[config.mk]
export PLATFORM = sky130hd
export DESIGN_NAME = btb_update_unit
export DESIGN_NICKNAME = d
export VERILOG_FILES = /design/src/rtl/btb_update_unit.sv
export SDC_FILE = /design/constraint.sdc
export NUM_CORES = 1
export LEC_CHECK = 0
export BUFFER_PORTS_ARGS = -buffer_cell sky130_fd_sc_hd__buf_2
export CAP_MARGIN = 20
export CORE_UTILIZATION = 59
export DETAILED_ROUTE_END_ITERATION = 10
export PLACE_DENSITY = 0.81
export SYNTH_ARGS = -nofsm -noshare
export SYNTH_HDL_FRONTEND = slang
export SYNTH_SLANG_ARGS = --single-unit
[constraint.sdc]
create_clock -name clk -period 14.2 [get_ports clk]
set_clock_uncertainty 0.05 [all_clocks]
set_input_delay 0.71 -clock clk [delete_from_list [all_inputs] [get_ports clk]]
set_output_delay 0.71 -clock clk [all_outputs]
set_load 0.02 [all_outputs]
[src/rtl/btb_update_unit.sv]
`default_nettype none
// btb_update_unit: EX-stage write engine for the 2-way, 8-set BTB. It buffers
// resolved branches, reads both ways' tags, then issues at most one array write per record.
module btb_update_unit #(
  parameter int ADDR_W     = 32,
  parameter int IDX_W      = 3,
  parameter int TAG_W      = ADDR_W - IDX_W - 2,
  parameter int FIFO_DEPTH = 2
) (
  input  logic              clk,
  input  logic              rst_n,
  input  logic              flush,
  input  logic              req_valid,
  output logic              req_ready,
  input  logic [ADDR_W-1:0] req_pc,
  input  logic [ADDR_W-1:0] req_target,
  input  logic              req_taken,
  output logic              tag_rd_en,
  output logic [IDX_W-1:0]  tag_rd_index,
  input  logic              tag_rd_valid1,
  input  logic              tag_rd_valid2,
  input  logic [TAG_W-1:0]  tag_rd_tag1,
  input  logic [TAG_W-1:0]  tag_rd_tag2,
  input  logic              lru_victim,
  output logic              wr_en,
  output logic              wr_way,
  output logic [IDX_W-1:0]  wr_index,
  output logic [TAG_W-1:0]  wr_tag,
  output logic [ADDR_W-1:0] wr_target,
  output logic              wr_valid,
  output logic              upd_valid,
  output logic [IDX_W-1:0]  upd_index,
  output logic              upd_hit1,
  output logic              upd_hit2,
  output logic              busy
);

  localparam int PTR_W = (FIFO_DEPTH > 1) ? $clog2(FIFO_DEPTH) : 1;
  localparam int CNT_W = $clog2(FIFO_DEPTH + 1);
  localparam logic [CNT_W-1:0] FULL_CNT = CNT_W'(FIFO_DEPTH);

  localparam logic [1:0] S_IDLE    = 2'd0;
  localparam logic [1:0] S_LOOKUP  = 2'd1;
  localparam logic [1:0] S_COMPARE = 2'd2;
  localparam logic [1:0] S_WRITE   = 2'd3;

  logic [IDX_W-1:0]  fifo_index  [FIFO_DEPTH];
  logic [TAG_W-1:0]  fifo_tag    [FIFO_DEPTH];
  logic [ADDR_W-1:0] fifo_target [FIFO_DEPTH];
  logic              fifo_taken  [FIFO_DEPTH];

  logic [PTR_W-1:0]  wr_ptr;
  logic [PTR_W-1:0]  rd_ptr;
  logic [CNT_W-1:0]  count;
  logic              empty;
  logic              full;
  logic              push;
  logic              pop;

  logic [1:0]        state;
  logic [1:0]        state_nxt;

  logic [IDX_W-1:0]  work_index;
  logic [TAG_W-1:0]  work_tag;
  logic [ADDR_W-1:0] work_target;
  logic              work_taken;

  logic              hit1;
  logic              hit2;
  logic              cmp_write;
  logic              cmp_way;
  logic              unused_pc_bits;

  // Word-aligned PCs: the byte offset never reaches the arrays.
  assign unused_pc_bits = ^req_pc[1:0];

  assign empty     = (count == '0);
  assign full      = (count == FULL_CNT);
  assign req_ready = !full;
  assign push      = req_valid && !full && !flush;

  always_ff @(posedge clk or negedge rst_n) begin
    if (!rst_n) begin
      wr_ptr <= '0;
      rd_ptr <= '0;
      count  <= '0;
    end else if (flush) begin
      wr_ptr <= '0;
      rd_ptr <= '0;
      count  <= '0;
    end else begin
      if (push) wr_ptr <= wr_ptr + 1'b1;
      if (pop)  rd_ptr <= rd_ptr + 1'b1;
      case ({push, pop})
        2'b10:   count <= count + 1'b1;
        2'b01:   count <= count - 1'b1;
        default: count <= count;
      endcase
    end
  end

  always_ff @(posedge clk) begin
    if (push) begin
      fifo_index[wr_ptr]  <= req_pc[IDX_W+1:2];
      fifo_tag[wr_ptr]    <= req_pc[ADDR_W-1:IDX_W+2];
      fifo_target[wr_ptr] <= req_target;
      fifo_taken[wr_ptr]  <= req_taken;
    end
  end

  always_ff @(posedge clk or negedge rst_n) begin
    if (!rst_n) begin
      work_index  <= '0;
      work_tag    <= '0;
      work_target <= '0;
      work_taken  <= 1'b0;
    end else if (pop) begin
      work_index  <= fifo_index[rd_ptr];
      work_tag    <= fifo_tag[rd_ptr];
      work_target <= fifo_target[rd_ptr];
      work_taken  <= fifo_taken[rd_ptr];
    end
  end

  // A double hit resolves to way1 so the write stays one-hot.
  assign hit1      = tag_rd_valid1 && (tag_rd_tag1 == work_tag);
  assign hit2      = tag_rd_valid2 && (tag_rd_tag2 == work_tag) && !hit1;
  assign cmp_write = work_taken || hit1 || hit2;
  assign cmp_way   = hit1 ? 1'b0 : (hit2 ? 1'b1 : lru_victim);

  always_ff @(posedge clk or negedge rst_n) begin
    if (!rst_n) state <= S_IDLE;
    else        state <= state_nxt;
  end

  always_comb begin
    state_nxt = state;
    pop       = 1'b0;
    case (state)
      S_IDLE: begin
        if (!empty) begin
          state_nxt = S_LOOKUP;
          pop       = 1'b1;
        end
      end
      S_LOOKUP: state_nxt = S_COMPARE;
      S_COMPARE: begin
        if (cmp_write) begin
          state_nxt = S_WRITE;
        end else if (!empty) begin
          state_nxt = S_LOOKUP;
          pop       = 1'b1;
        end else begin
          state_nxt = S_IDLE;
        end
      end
      S_WRITE: begin
        if (!empty) begin
          state_nxt = S_LOOKUP;
          pop       = 1'b1;
        end else begin
          state_nxt = S_IDLE;
        end
      end
      default: state_nxt = S_IDLE;
    endcase
    if (flush) begin
      state_nxt = S_IDLE;
      pop       = 1'b0;
    end
  end

  always_comb begin
    tag_rd_en = (state == S_LOOKUP);
    busy      = !empty || (state != S_IDLE);
  end

  assign tag_rd_index = work_index;

  // Write and tracker fields are captured as COMPARE resolves and held for the WRITE cycle only.
  always_ff @(posedge clk or negedge rst_n) begin
    if (!rst_n) begin
      wr_en     <= 1'b0;
      wr_way    <= 1'b0;
      wr_index  <= '0;
      wr_tag    <= '0;
      wr_target <= '0;
      wr_valid  <= 1'b0;
      upd_valid <= 1'b0;
      upd_index <= '0;
      upd_hit1  <= 1'b0;
      upd_hit2  <= 1'b0;
    end else begin
      wr_en     <= 1'b0;
      wr_way    <= 1'b0;
      wr_index  <= '0;
      wr_tag    <= '0;
      wr_target <= '0;
      wr_valid  <= 1'b0;
      upd_valid <= 1'b0;
      upd_index <= '0;
      upd_hit1  <= 1'b0;
      upd_hit2  <= 1'b0;
      if ((state == S_COMPARE) && cmp_write && !flush) begin
        wr_en     <= 1'b1;
        wr_way    <= cmp_way;
        wr_index  <= work_index;
        wr_tag    <= work_tag;
        wr_target <= work_target;
        wr_valid  <= work_taken;
        upd_valid <= work_taken;
        upd_index <= work_taken ? work_index : '0;
        upd_hit1  <= work_taken && !cmp_way;
        upd_hit2  <= work_taken && cmp_way;
      end
    end
  end

endmodule
`default_nettype wire

======== Word-level counts from Yosys, hierarchy flattened ========
Memory sizes are Yosys's and may differ from the RTL's. A register that Yosys moved wholly into a read port is not among the register bits.
Cells that the tools add are included.
word-level totals
  bits in writable memories ............... 126
  bits in read-only memories .............. 0
  latch bits .............................. 0
  register bits ........................... 76
  input bits .............................. 126
  output and inout port bits .............. 77
  word-level logic and storage cells ...... 87
  memories kept ........................... 4
memory list
  memory       words  bits a word  read ports  clocked after memory_dff  wr ports  line  source
  fifo_target  2      32           1           1                         1         49    logic [ADDR_W-1:0] fifo_target [FIFO_DEPTH];
  fifo_tag     2      27           1           1                         1         48    logic [TAG_W-1:0] fifo_tag [FIFO_DEPTH];
  fifo_index   2      3            1           1                         1         47    logic [IDX_W-1:0] fifo_index [FIFO_DEPTH];
  fifo_taken   2      1            1           1                         1         50    logic fifo_taken [FIFO_DEPTH];
operators by class
  magnitude comparators ................... 0
  divide/modulo/power cells ............... 0
  shifts and indexed selects .............. 0
  multipliers ............................. 0
  bitwise operators ....................... 0
  add/sub/neg operators ................... 4
  multiplexer cells ....................... 29
  reduce and logical (&&, ||, !) cells .... 28
  equal/unequal tests ..................... 9
operators by type and width
  kind                 count
  $eq 27x27->1         2
  $mux 32              1
  $mux 27              1
  $mux 1               17
  $logic_and 1x1->1    9
  $logic_not 1->1      9
  $mux 3               3
  $eq 2x2->1 const B   4
  $mux 2               4
  $pmux 2 s4           1
  $reduce_bool 2->1    3
  $eq 2x1->1 const B   2
  $logic_not 2->1      2
  $pmux 2 s2           1
  $logic_or 1x1->1     3
  $ne 3x3->1 const B   1
  $reduce_bool 3->1    1
  $add 1x1->1 const B  2
  $add 2x1->2 const B  1
  $pmux 1 s2           1
  $reduce_or 2->1      1
  $sub 2x1->2 const B  1

======== Depth between registers and ports, before layout ========
  depth in word-level cells ............... 11
  mapped depth ............................ 8
  gate-level depth less buffers ........... 7

======== Worst setup path after synthesis ========
No wires, ideal clock.
  path kind ............................... input -> register
  from .................................... input port flush
  to ...................................... memory fifo_index[1][0], enable pin
  required time ........................... 13576 ps
  slack ................................... 8076 ps
  path buffers ............................ 1
  setup time .............................. 574 ps
  arrival ................................. 5500 ps
  stages .................................. 2
  path through ............................ buf_2 nor3b_1
between the ends
  cells in the longest elaborated chain, start to end .. 4
RTL lines
  element                       line  source
  start, declared               12    input logic flush,
  $logic_not 1->1               80    assign push = req_valid && !full && !flush;
  $logic_and 1x1->1             80
  $mux 1                        103   if (push) begin
  $mux 1 (not written as such)  104   fifo_index[wr_ptr] <= req_pc[IDX_W+1:2];
  end, declared                 47
No other way between the ends.

======== Worst setup path after layout ========
  from .................................... register work_tag[20], read port of fifo_tag
  to ...................................... register state[0]
between the ends
  cells in the longest elaborated chain, start to end .. 8
  elaborated cells between the ends (all ways) .. 11
  classes of those cells .................. eq/ne: 2; mux: 3; reduce/logical: 6
RTL lines
  element               line  source
  start, declared       64    logic [TAG_W-1:0] work_tag;
  $eq 27x27->1          126   assign hit1 = tag_rd_valid1 && (tag_rd_tag1 == work_tag);
  $logic_and 1x1->1     126
  $logic_not 1->1       127   assign hit2 = tag_rd_valid2 && (tag_rd_tag2 == work_tag) && !hit1;
  $logic_and 1x1->1     127
  $logic_or 1x1->1 *    128   assign cmp_write = work_taken || hit1 || hit2;
  $mux 2 *              148   if (cmp_write) begin
  $pmux 2 s4 *          139   case (state)
  $mux 2 *              167   if (flush) begin
  end signal, assigned  133   else state <= state_nxt;
  end, declared         60    logic [1:0] state;
Every way passes the cells marked *; elsewhere a longest branch is shown, timed or not.
A chain may end at the register's enable or synchronous reset.

==> metrics.csv <==
metric,value,unit
start_kind,flop,
cts-resized-gates,0,
hp-class,in2async,
power.density,192,nW/um2
grt_max_degree,73,
clk_pin_slew,0.06,ns
required,14.58,ns
hold_violations,0,
path_cells,"xnor2_1, nand4_1, nor4_1, nand4_1, nand3b_1, buf_4, o21ai_0, a211oi_1",
root_buffer,clkbuf_16,
tightest_slew,1.06,ns
routed_via_density,5.63,
portBuffers,200,
end_kind,flop,
ys_dominant_reg_cell,dfrtp_1,
cts.path.max_buffers,3,
drt_pass1_iterations,5,
die_w,136,um
synth_fp_nets,756,
syn_area,10500,um2
synth.distinct_cells,39,
slowest_delay,0.86,ns
min_period_over_period,0.249,
ys_async_sr_fraction,0.525,
slew_viol_final,0,
yosysTopAreaCellShare,0.360,
die_area,18400,um2
nFillCells,1036,
cpMaxStageDelayCell,nand3b_1,
multi_input_area,3100,um2
yosys_warnings,0,
routed_wirelength,23300,um
cts_inserted_buffers,27,
path_class,reg2reg,
ys_seq_area_frac,0.690,
wl_per_cell,21.5,um
area_delta_synth_final,20.9,%
start_util,0.606,
grt_use_met1,0.324,
ir_drop,0.186,mV
cts_tree,done,
clk_latency,0.53,ns
htreeDepth,1,
synth_largest_area_cell,edfxtp_1,
grt_pass1_vias,6497,
relSlewSlack,0.292,
placed_cells,1029,
grt_pass1_wl,35500,um
num_vias,6102,
busiest_layer,met2,
gp_congestion,0.904,
place_hpwl,14800,um
stdcell_count,1083,
critPathMaxFanout,37,
numClockSinks,265,
synth_common_cells,"dfrtp_1 (139), edfxtp_1 (126), and3_1 (68)",
crit_top_cell,nand4_1,
row_count,48,
dieHeight,136,um
drive_above_1_share,0.450,
worst-endpoint-arrival,3.91,ns
outcome,completed,
maxCapViolations,0,
netlist_instances,626,
antenna_found_initial,8,
synth-edff-count,126,
post_cts_buffers,0,
drc_errors,0,
setup_tns,0,ns
power_leakage,5.78,nW
register_area,7260,um2
max_freq,283,MHz
gr-usage-met3,0.0625,
io_pins,203,
grt_usage,0.257,
setup_viol,0,
rsz0062_at_grt,no,
ys_ff_latch,265,
synth_area_leaders,"edfxtp_1 (36%), dfrtp_1 (33%), mux2_4 (8.6%)",
overflow,0,
nets,964,
met2_usage,0.426,
core_area,17400,um2
antenna_left,0,
yosysMostFrequentCell,dfrtp_1,
ctsHoldBuffers,0,
synth_area_per_cell,16.8,um2
post-route-min-period,3.53,ns
drt_iter0_markers,264,
==> critical path, delay by kind of cell, from the launching register on <==
kind                   cells  cell delay, ns
AND/OR/NAND/NOR            4            1.65
buffers and inverters      1            0.50
flip-flops                 1            0.43
AO/OA/AOI/OAI              2            0.41
XOR/XNOR                   1            0.36
==> worst paths after layout <==
kind | from | endpoint | slack (ns) | cells after the start
worst max-delay path | work_tag[20] | state[0] | 10.67 | 8
worst max register to register | work_tag[20] | state[0] | 10.67 | 8
max in group asynchronous | rst_n | rd_ptr | 12.55 | 2
worst min register to register | work_target[3] | work_target[3] | 0.45 | 1
min in group clk | req_target[3] | fifo_target[1][3] | 0.32 | 1
worst min-delay path | rst_n | wr_target[0] | 0.11 | 1
==> cells in the final DEF, fill, tap and decap left out, drive strengths merged, types with 10 or more instances in the layout <==
cell	n
dfrtp	139
buf	208
clkinv	10
and3	68
xnor2	33
mux2	126
edfxtp	126
xor2	22
clkbuf	33
nand4	17
==> final cells by class <==
cell class / count / share of cell area
Timing Repair Buffer: 208 / 0.0855
Clock buffer: 33 / 0.0573
Multi-Input combinational cell: 327 / 0.244
Clock inverter: 17 / 0.0186
Antenna cell: 3 / 0.000590
Sequential cell: 265 / 0.571
Inverter: 5 / 0.00148
Tap cell: 225 / 0.0221
==> state kept, by name, indices dropped and copies added, names as in the netlist, 2 cells and up <==
register and cells:
wr_index 3, upd_index 3, state 2, tag_rd_index 3, fifo_taken 2, fifo_index 6
count 2, work_tag 27, wr_target 32, fifo_target 64, work_target 32, wr_tag 27
fifo_tag 54
==> metal layers <==
layer	vias up	share of wire	wire, um
li1	2722	-	-
met5	-	0.0016	37
met3	59	0.075	1760
met1	3063	0.39	9080
met4	6	0.033	767
met2	252	0.50	11700
==> logic make-up after synthesis <==
family | Yosys count | share of synthesized area
and+or+nand+nor | 128 | 0.0760
AOI/OAI and AO/OA | 14 | 0.0101
DFF | 265 | 0.690
xor gates and xnor gates | 55 | 0.0458
adders and majority gates | 4 | 0.00476
muxes | 126 | 0.156
buffers and inverters | 34 | 0.0169
==> stage by stage <==
| stage | hold slack, ns | worst slack [ns] | util | power (W) | cell area [um2] |
|---|---|---|---|---|---|
| finish | 0.113 | 10.67 | 0.733 | 0.00244 | 12700 |
| global placement | 0.435 | 10.22 | 0.675 | 0.00166 | 11700 |
| detailed placement | 0.439 | 10.15 | 0.675 | 0.00169 | 11700 |
| CTS | 0.133 | 10.46 | 0.731 | 0.00245 | 12700 |
| floorplan | 0.364 | 8.08 | - | 0.00151 | 10500 |
| global route | 0.166 | 10.61 | 0.733 | 0.00254 | 12700 |
==> where the power goes <==
group | leakage [nW] | internal (W) | switching [W]
Combinational | 2.34 | 0.000334 | 0.000302
Clock | 0.481 | 0.000474 | 0.000284
Sequential | 2.96 | 0.000937 | 0.000111
Total | 5.78 | 0.00174 | 0.000698
(Power assumes the default switching activity.)
